<file path="src/rtl/dmem_arb_pkg.sv">
// Shared types for the line data-memory arbiter.
// FSM states, grant owner and default widths.
package dmem_arb_pkg;

    localparam int DEF_ADDR_W = 32;
    localparam int DEF_LINE_W = 128;

    typedef enum logic [1:0] {
        S_IDLE = 2'd0,
        S_BUSY = 2'd1,
        S_DONE = 2'd2
    } state_t;

    typedef enum logic {
        OWN_CPU = 1'b0,
        OWN_CRY = 1'b1
    } owner_t;

endpackage

</file>
<file path="src/rtl/dmem_arb_fairness.sv">
// Winner selection with a bounded CPU streak so the
// crypto engine cannot be starved by a busy CPU.
module dmem_arb_fairness #(
    parameter int STARVE_LIMIT = 4
) (
    input  logic clk,
    input  logic rst_n,
    input  logic cpu_req,
    input  logic cry_req,
    input  logic grant_strobe,
    output logic cry_wins
);

    localparam logic [3:0] LIMIT = 4'(STARVE_LIMIT);

    logic [3:0] streak_q;
    logic [3:0] streak_d;

    assign cry_wins = cry_req & (~cpu_req | (streak_q == LIMIT));

    // Streak only moves in decision (IDLE) cycles.
    always_comb begin
        streak_d = streak_q;
        if (grant_strobe) begin
            if (!cry_req || cry_wins) begin
                streak_d = '0;
            end else if (cpu_req && (streak_q != LIMIT)) begin
                streak_d = streak_q + 4'd1;
            end
        end
    end

    // Streak register.
    always_ff @(posedge clk or negedge rst_n) begin
        if (!rst_n) begin
            streak_q <= '0;
        end else begin
            streak_q <= streak_d;
        end
    end

endmodule

</file>
<file path="src/rtl/dmem_arbiter.sv">
// Two-requester arbiter/sequencer for the line memory.
// Registers the winning command, watchdogs the access.
module dmem_arbiter
    import dmem_arb_pkg::*;
#(
    parameter int ADDR_W       = DEF_ADDR_W,
    parameter int LINE_W       = DEF_LINE_W,
    parameter int STARVE_LIMIT = 4,
    parameter int TIMEOUT      = 64
) (
    input  logic              clk,
    input  logic              rst_n,
    input  logic              cpu_mem_read,
    input  logic              cpu_mem_write,
    input  logic [ADDR_W-1:0] cpu_address,
    input  logic [LINE_W-1:0] cpu_write_data,
    output logic [LINE_W-1:0] cpu_read_data,
    output logic              cpu_done,
    input  logic              cry_req,
    input  logic              cry_we,
    input  logic [ADDR_W-1:0] cry_addr,
    input  logic [LINE_W-1:0] cry_wdata,
    output logic [LINE_W-1:0] cry_rdata,
    output logic              cry_done,
    output logic              mem_read_enable,
    output logic              mem_write_enable,
    output logic [ADDR_W-1:0] mem_address,
    output logic [LINE_W-1:0] mem_write_data,
    input  logic [LINE_W-1:0] mem_read_data,
    input  logic              mem_done,
    output logic              err
);

    localparam logic [7:0] WD_LAST = 8'(TIMEOUT - 1);

    state_t            state_q,  state_d;
    owner_t            owner_q,  owner_d;
    logic              rd_q,     rd_d;
    logic              wr_q,     wr_d;
    logic [ADDR_W-1:0] addr_q,   addr_d;
    logic [LINE_W-1:0] wdata_q,  wdata_d;
    logic [LINE_W-1:0] cpu_rd_q, cpu_rd_d;
    logic [LINE_W-1:0] cry_rd_q, cry_rd_d;
    logic              cpu_dn_q, cpu_dn_d;
    logic              cry_dn_q, cry_dn_d;
    logic              err_q,    err_d;
    logic [7:0]        wdog_q,   wdog_d;

    logic              cpu_req;
    logic              cry_wins;
    logic              finish;
    logic [LINE_W-1:0] cap;

    assign cpu_req = cpu_mem_read | cpu_mem_write;

    dmem_arb_fairness #(
        .STARVE_LIMIT (STARVE_LIMIT)
    ) u_fair (
        .clk          (clk),
        .rst_n        (rst_n),
        .cpu_req      (cpu_req),
        .cry_req      (cry_req),
        .grant_strobe (state_q == S_IDLE),
        .cry_wins     (cry_wins)
    );

    // Next-state, command capture and completion routing.
    always_comb begin
        state_d  = state_q;
        owner_d  = owner_q;
        rd_d     = rd_q;
        wr_d     = wr_q;
        addr_d   = addr_q;
        wdata_d  = wdata_q;
        cpu_rd_d = cpu_rd_q;
        cry_rd_d = cry_rd_q;
        cpu_dn_d = 1'b0;
        cry_dn_d = 1'b0;
        err_d    = err_q;
        wdog_d   = wdog_q;
        finish   = 1'b0;
        cap      = '0;
        unique case (state_q)
            S_IDLE: begin
                if (cpu_req || cry_req) begin
                    state_d = S_BUSY;
                    wdog_d  = '0;
                    if (cry_wins) begin
                        owner_d = OWN_CRY;
                        rd_d    = ~cry_we;
                        wr_d    = cry_we;
                        addr_d  = cry_addr;
                        wdata_d = cry_wdata;
                    end else begin
                        // Read+write together is issued as a write.
                        owner_d = OWN_CPU;
                        rd_d    = cpu_mem_read & ~cpu_mem_write;
                        wr_d    = cpu_mem_write;
                        addr_d  = cpu_address;
                        wdata_d = cpu_write_data;
                    end
                end
            end
            S_BUSY: begin
                if (mem_done) begin
                    cap    = mem_read_data;
                    finish = 1'b1;
                end else if (wdog_q == WD_LAST) begin
                    err_d  = 1'b1;
                    finish = 1'b1;
                end else begin
                    wdog_d = wdog_q + 8'd1;
                end
                if (finish) begin
                    state_d = S_DONE;
                    rd_d    = 1'b0;
                    wr_d    = 1'b0;
                    if (owner_q == OWN_CRY) begin
                        cry_rd_d = cap;
                        cry_dn_d = 1'b1;
                    end else begin
                        cpu_rd_d = cap;
                        cpu_dn_d = 1'b1;
                    end
                end
            end
            S_DONE: begin
                state_d = S_IDLE;
            end
            default: begin
                state_d = S_IDLE;
                rd_d    = 1'b0;
                wr_d    = 1'b0;
            end
        endcase
    end

    // All state and registered outputs.
    always_ff @(posedge clk or negedge rst_n) begin
        if (!rst_n) begin
            state_q  <= S_IDLE;
            owner_q  <= OWN_CPU;
            rd_q     <= 1'b0;
            wr_q     <= 1'b0;
            addr_q   <= '0;
            wdata_q  <= '0;
            cpu_rd_q <= '0;
            cry_rd_q <= '0;
            cpu_dn_q <= 1'b0;
            cry_dn_q <= 1'b0;
            err_q    <= 1'b0;
            wdog_q   <= '0;
        end else begin
            state_q  <= state_d;
            owner_q  <= owner_d;
            rd_q     <= rd_d;
            wr_q     <= wr_d;
            addr_q   <= addr_d;
            wdata_q  <= wdata_d;
            cpu_rd_q <= cpu_rd_d;
            cry_rd_q <= cry_rd_d;
            cpu_dn_q <= cpu_dn_d;
            cry_dn_q <= cry_dn_d;
            err_q    <= err_d;
            wdog_q   <= wdog_d;
        end
    end

    assign mem_read_enable  = rd_q;
    assign mem_write_enable = wr_q;
    assign mem_address      = addr_q;
    assign mem_write_data   = wdata_q;
    assign cpu_read_data    = cpu_rd_q;
    assign cry_rdata        = cry_rd_q;
    assign cpu_done         = cpu_dn_q;
    assign cry_done         = cry_dn_q;
    assign err              = err_q;

endmodule

</file>
<file path="config.mk">
export PLATFORM = sky130hd
export DESIGN_NAME = dmem_arbiter
export DESIGN_NICKNAME = d
export VERILOG_FILES = /design/src/rtl/dmem_arb_pkg.sv /design/src/rtl/dmem_arb_fairness.sv /design/src/rtl/dmem_arbiter.sv
export SDC_FILE = /design/constraint.sdc
export NUM_CORES = 1
export LEC_CHECK = 0
export BUFFER_PORTS_ARGS = -buffer_cell sky130_fd_sc_hd__buf_4
export CORE_AREA = 2 2 344 346
export CTS_CLUSTER_SIZE = 40
export DETAILED_ROUTE_END_ITERATION = 8
export DIE_AREA = 0 0 346 348
export SYNTH_ARGS = -nofsm -noshare
export SYNTH_HDL_FRONTEND = slang
export SYNTH_SLANG_ARGS = --single-unit
</file>
<file path="constraint.sdc">
create_clock -name clk -period 1.6 [get_ports clk]
set_clock_uncertainty 0.1 [all_clocks]
set_input_delay 0.16 -clock clk [delete_from_list [all_inputs] [get_ports clk]]
set_output_delay 0.16 -clock clk [all_outputs]
set_load 0.05 [all_outputs]
</file>
==> metrics.md <==
| Metric | Value |
|---|---|
| Routed wire length | 97100 um |
| Hpwl dp | 71900 um |
| Worst path cell trace | inv_2 -> ha_4 -> nand3b_4 -> a21o_4 -> buf_16 -> clkbuf_16 -> mux2i_1 -> o21ai_1 |
| Avg WL per Cell | about 21 um |
| Routed Antenna Nets | 0 |
| Critical Path Start Type | flip-flop |
| Design Area, Final | 34600 um2 |
| Synth top area share | 0.611 |
| First DRT Iteration DRCs | 988 |
| Via density | 4.05 |
| Worst path max stage delay | 0.39 ns |
| Die W | 346 um |
| Final Hold Viols | 0 |
| Nets | approximately 3400 |
| Remaining global-route overflow | 0 |
| Core Util, Final | 0.296 |
| FF-to-FF Start | u_fair.streak_q[1] |
| DRC viols | 0 |
| Setup CP Type | reg2reg |
| Post-synthesis sequential area ratio | 0.611 |
| Pwr Density | approximately 2100 nW/um2 |
| Antenna violations before repair | 19 |
| Post-Syn Nets | 1975 |
| WP data arrival | 2.32 ns |
| Die area | 120000 um2 |
| GP Congestion | 0.868 |
| Slowest cell on the critical path | dfrtp_1 |
| CP startpoint | u_fair.streak_q[1] |
| FFs w/ async S/R, synth | 1.00 |
| Flops & latches, synth | between 400 and 500 |
| Area contributors post-synth | dfrtp_1, o2bb2ai_1, mux2i_1, nand2_1, o21ai_1 |
| Final worst-path cycle share | 1.21 |
| Syn Std Cell Area | 17800 um2 |
| Total track usage | 0.153 |
| Tmin final | between 1.5 and 2 ns |
| Yosys warning total | 0 |
| Placed cell areas | ~28000 um2 |
| Post-synth top cells | dfrtp_1, nand2_1, o2bb2ai_1 |
| Max-slew violations | 0 |
| Number of synthesized flops with an enable pin | 0 |
| Core Box Area | 117000 um2 |
| Top FF cell, synth | dfrtp_1 |
| CTS buffer count | 48 |
| Worst setup EP type | flip-flop |
| Post-Place Setup Slack | -0.310 ns |
| Longest Clk Path Bufs | 3 |
| CTS clk-pin slew, worst paths | approximately 0.07 ns |
| Worst-Margin Slew | between 0.6 and 0.7 ns |
| Layout area overhead | 94.1% |
| FF-to-FF setup slack | -0.33 ns |
| Violated checks | negative setup slack |
| Syn Inst Count | between 1500 and 2000 |
| Number of fill cells | between 10000 and 15000 |
| Leakage power | ~17 nW |
| Design Power | 0.0738 W |
| Area leader, netlist | dfrtp_1 |
| Setup TNS after final layout | -93.53 ns |
| Worst-skew pair later-pin latency | 0.61 ns |
| RSZ-0062 raised after global routing | yes |
| H-tree depth reported by CTS | 2 |
| Clk sink count | 436 |
| Reg2reg end | mem_write_data[37] |
| Ports | roughly 900 |
| Peak supply drop | 1310 uV |
| Footprint of the multi-input gates | 6730 um2 |
| FF-to-FF path depth | 8 |
| Total number of vias | 18363 |
| Finish-stage setup viols | 421 |
| Largest net degree at the start of global routing | 74 |
| Yosys cell types | between 40 and 50 |
| DIE HEIGHT | 348 um |
| Worst Setup Slack, final | -0.329 ns |
| HP Start | cpu_mem_write |
| First-pass GRT wire length | 136000 um |
| Most common cell in the netlist | dfrtp_1 |
| Clock Tree Root | clkbuf_16 |
| Layout cell share with drive strength beyond 1 | 0.405 |
| Status | complete, but fails checks |
| Register area | 10900 um2 |
| Initial core utilization | 0.153 |
| Row count | 126 |
| Max-slew headroom | 0.546 |
| CP Capture Point | mem_write_data[37] |
| IO buf count | approximately 880 |
| Vias in the first global route | 19269 |
| CTS tree | yes |
| Fmax | roughly 0.52 GHz |
| Pre-antenna DRT Iters | 7 |
| Max-cap viol count | 0 |
| Worst path required time | about 2.0 ns |
| CP max FO | 23 |
| Worst min path class | in2reg |
| Avg Cell Area, Syn | about 12 um2 |
[worst min-delay path by stage]
stage | end | cells past startpoint | slack [ns]
final | wdog_q[1] | 6 | 0.06
after global placement | cpu_read_data[117] | 1 | -0.04
after CTS | wdog_q[1] | 6 | -0.0005
after floorplan | cpu_done | 0 | -0.24
after global routing | wdog_q[1] | 6 | 0.05
after detailed placement | cpu_read_data[117] | 1 | -0.03
[cells in the final DEF, fill, tap and decap left out, types with 12 or more instances in the layout]
cell type / instances
buf_4: 989
dlygate4sd3_1: 456
dfrtp_1: 435
nand2_1: 296
o2bb2ai_1: 224
mux2i_1: 140
o21ai_1: 124
clkbuf_16: 54
buf_12: 43
o21ai_0: 40
o2bb2ai_2: 31
mux2i_2: 16
clkbuf_8: 12
buf_6: 12
[final cells by class]
type,instances,share of cell area
timing repair buffer,1519,0.388
antenna,6,0.000433
clock inverter,14,0.00459
sequential,436,0.315
tap,1536,0.0555
multi-input combinational,948,0.194
clock buffer,71,0.0412
inverter,8,0.00101
[metrics by stage]
| stage | cells | hold WS, ns |
|---|---|---|
| after floorplan | 1517 | -0.236 |
| after global placement | 3965 | -0.0367 |
| after detailed placement | 3965 | -0.0338 |
| after CTS | 4520 | -0.000467 |
| after global routing | 4534 | 0.0497 |
| final | 4538 | 0.0570 |
[flip-flops by register name, indices dropped and copies added (netlist names), 2 cells and up]
register and cells:
mem_address 32, cry_rdata 128, wdog_q 8, cpu_read_data 128, state_q 2, u_fair.streak_q 4
mem_write_data 128
[routing by layer]
| layer | wire length, um | track usage | share of wire | vias to the layer above |
|---|---|---|---|---|
| li1 | - | - | - | 8384 |
| met5 | 150 | 0 | 0.0015 | - |
| met3 | 8180 | 0.0536 | 0.084 | 213 |
| met2 | 44700 | 0.250 | 0.46 | 821 |
| met4 | 5050 | 0.0686 | 0.052 | 22 |
| met1 | 39000 | 0.182 | 0.40 | 8923 |
[repair_timing]
action	4_1_cts	5_1_grt
hold endpoints to repair	868	0
pin swaps	3	12
endpoints found under the setup margin	432	438
hold buffers	456	0
gates cloned	8	5
setup buffers	7	9
gates resized for setup	61	81
[critical path: cells and delay by family, from the launching register on]
family / cells / cell delay (ns)
buffers and inverters: 3 / 0.48
DFF: 1 / 0.39
AOI/OAI and AO/OA: 2 / 0.34
muxes: 1 / 0.18
adders and majority gates: 1 / 0.15
and+or+nand+nor: 1 / 0.08
[where the power goes]
| part | total, W | switching (W) | internal, W | leakage (nW) |
|---|---|---|---|---|
| logic | 0.0430 | 0.0292 | 0.0138 | 10.3 |
| registers | 0.0195 | 0.00339 | 0.0161 | 5.45 |
| clock network | 0.0114 | 0.00476 | 0.00664 | 0.785 |
| total | 0.0738 | 0.0373 | 0.0365 | 16.6 |
[kinds of logic (layout without fill, tap and decap cells)]
family	count (synthesis)	count (layout)	share of synthesized area
other cells	0	6	0
compound gates	446	446	0.182
buf+inv	133	1612	0.0382
flops	436	436	0.611
mux	161	161	0.0903
simple gates	338	338	0.0764
fa+ha+maj	3	3	0.00210
(Power assumes the default switching activity.)
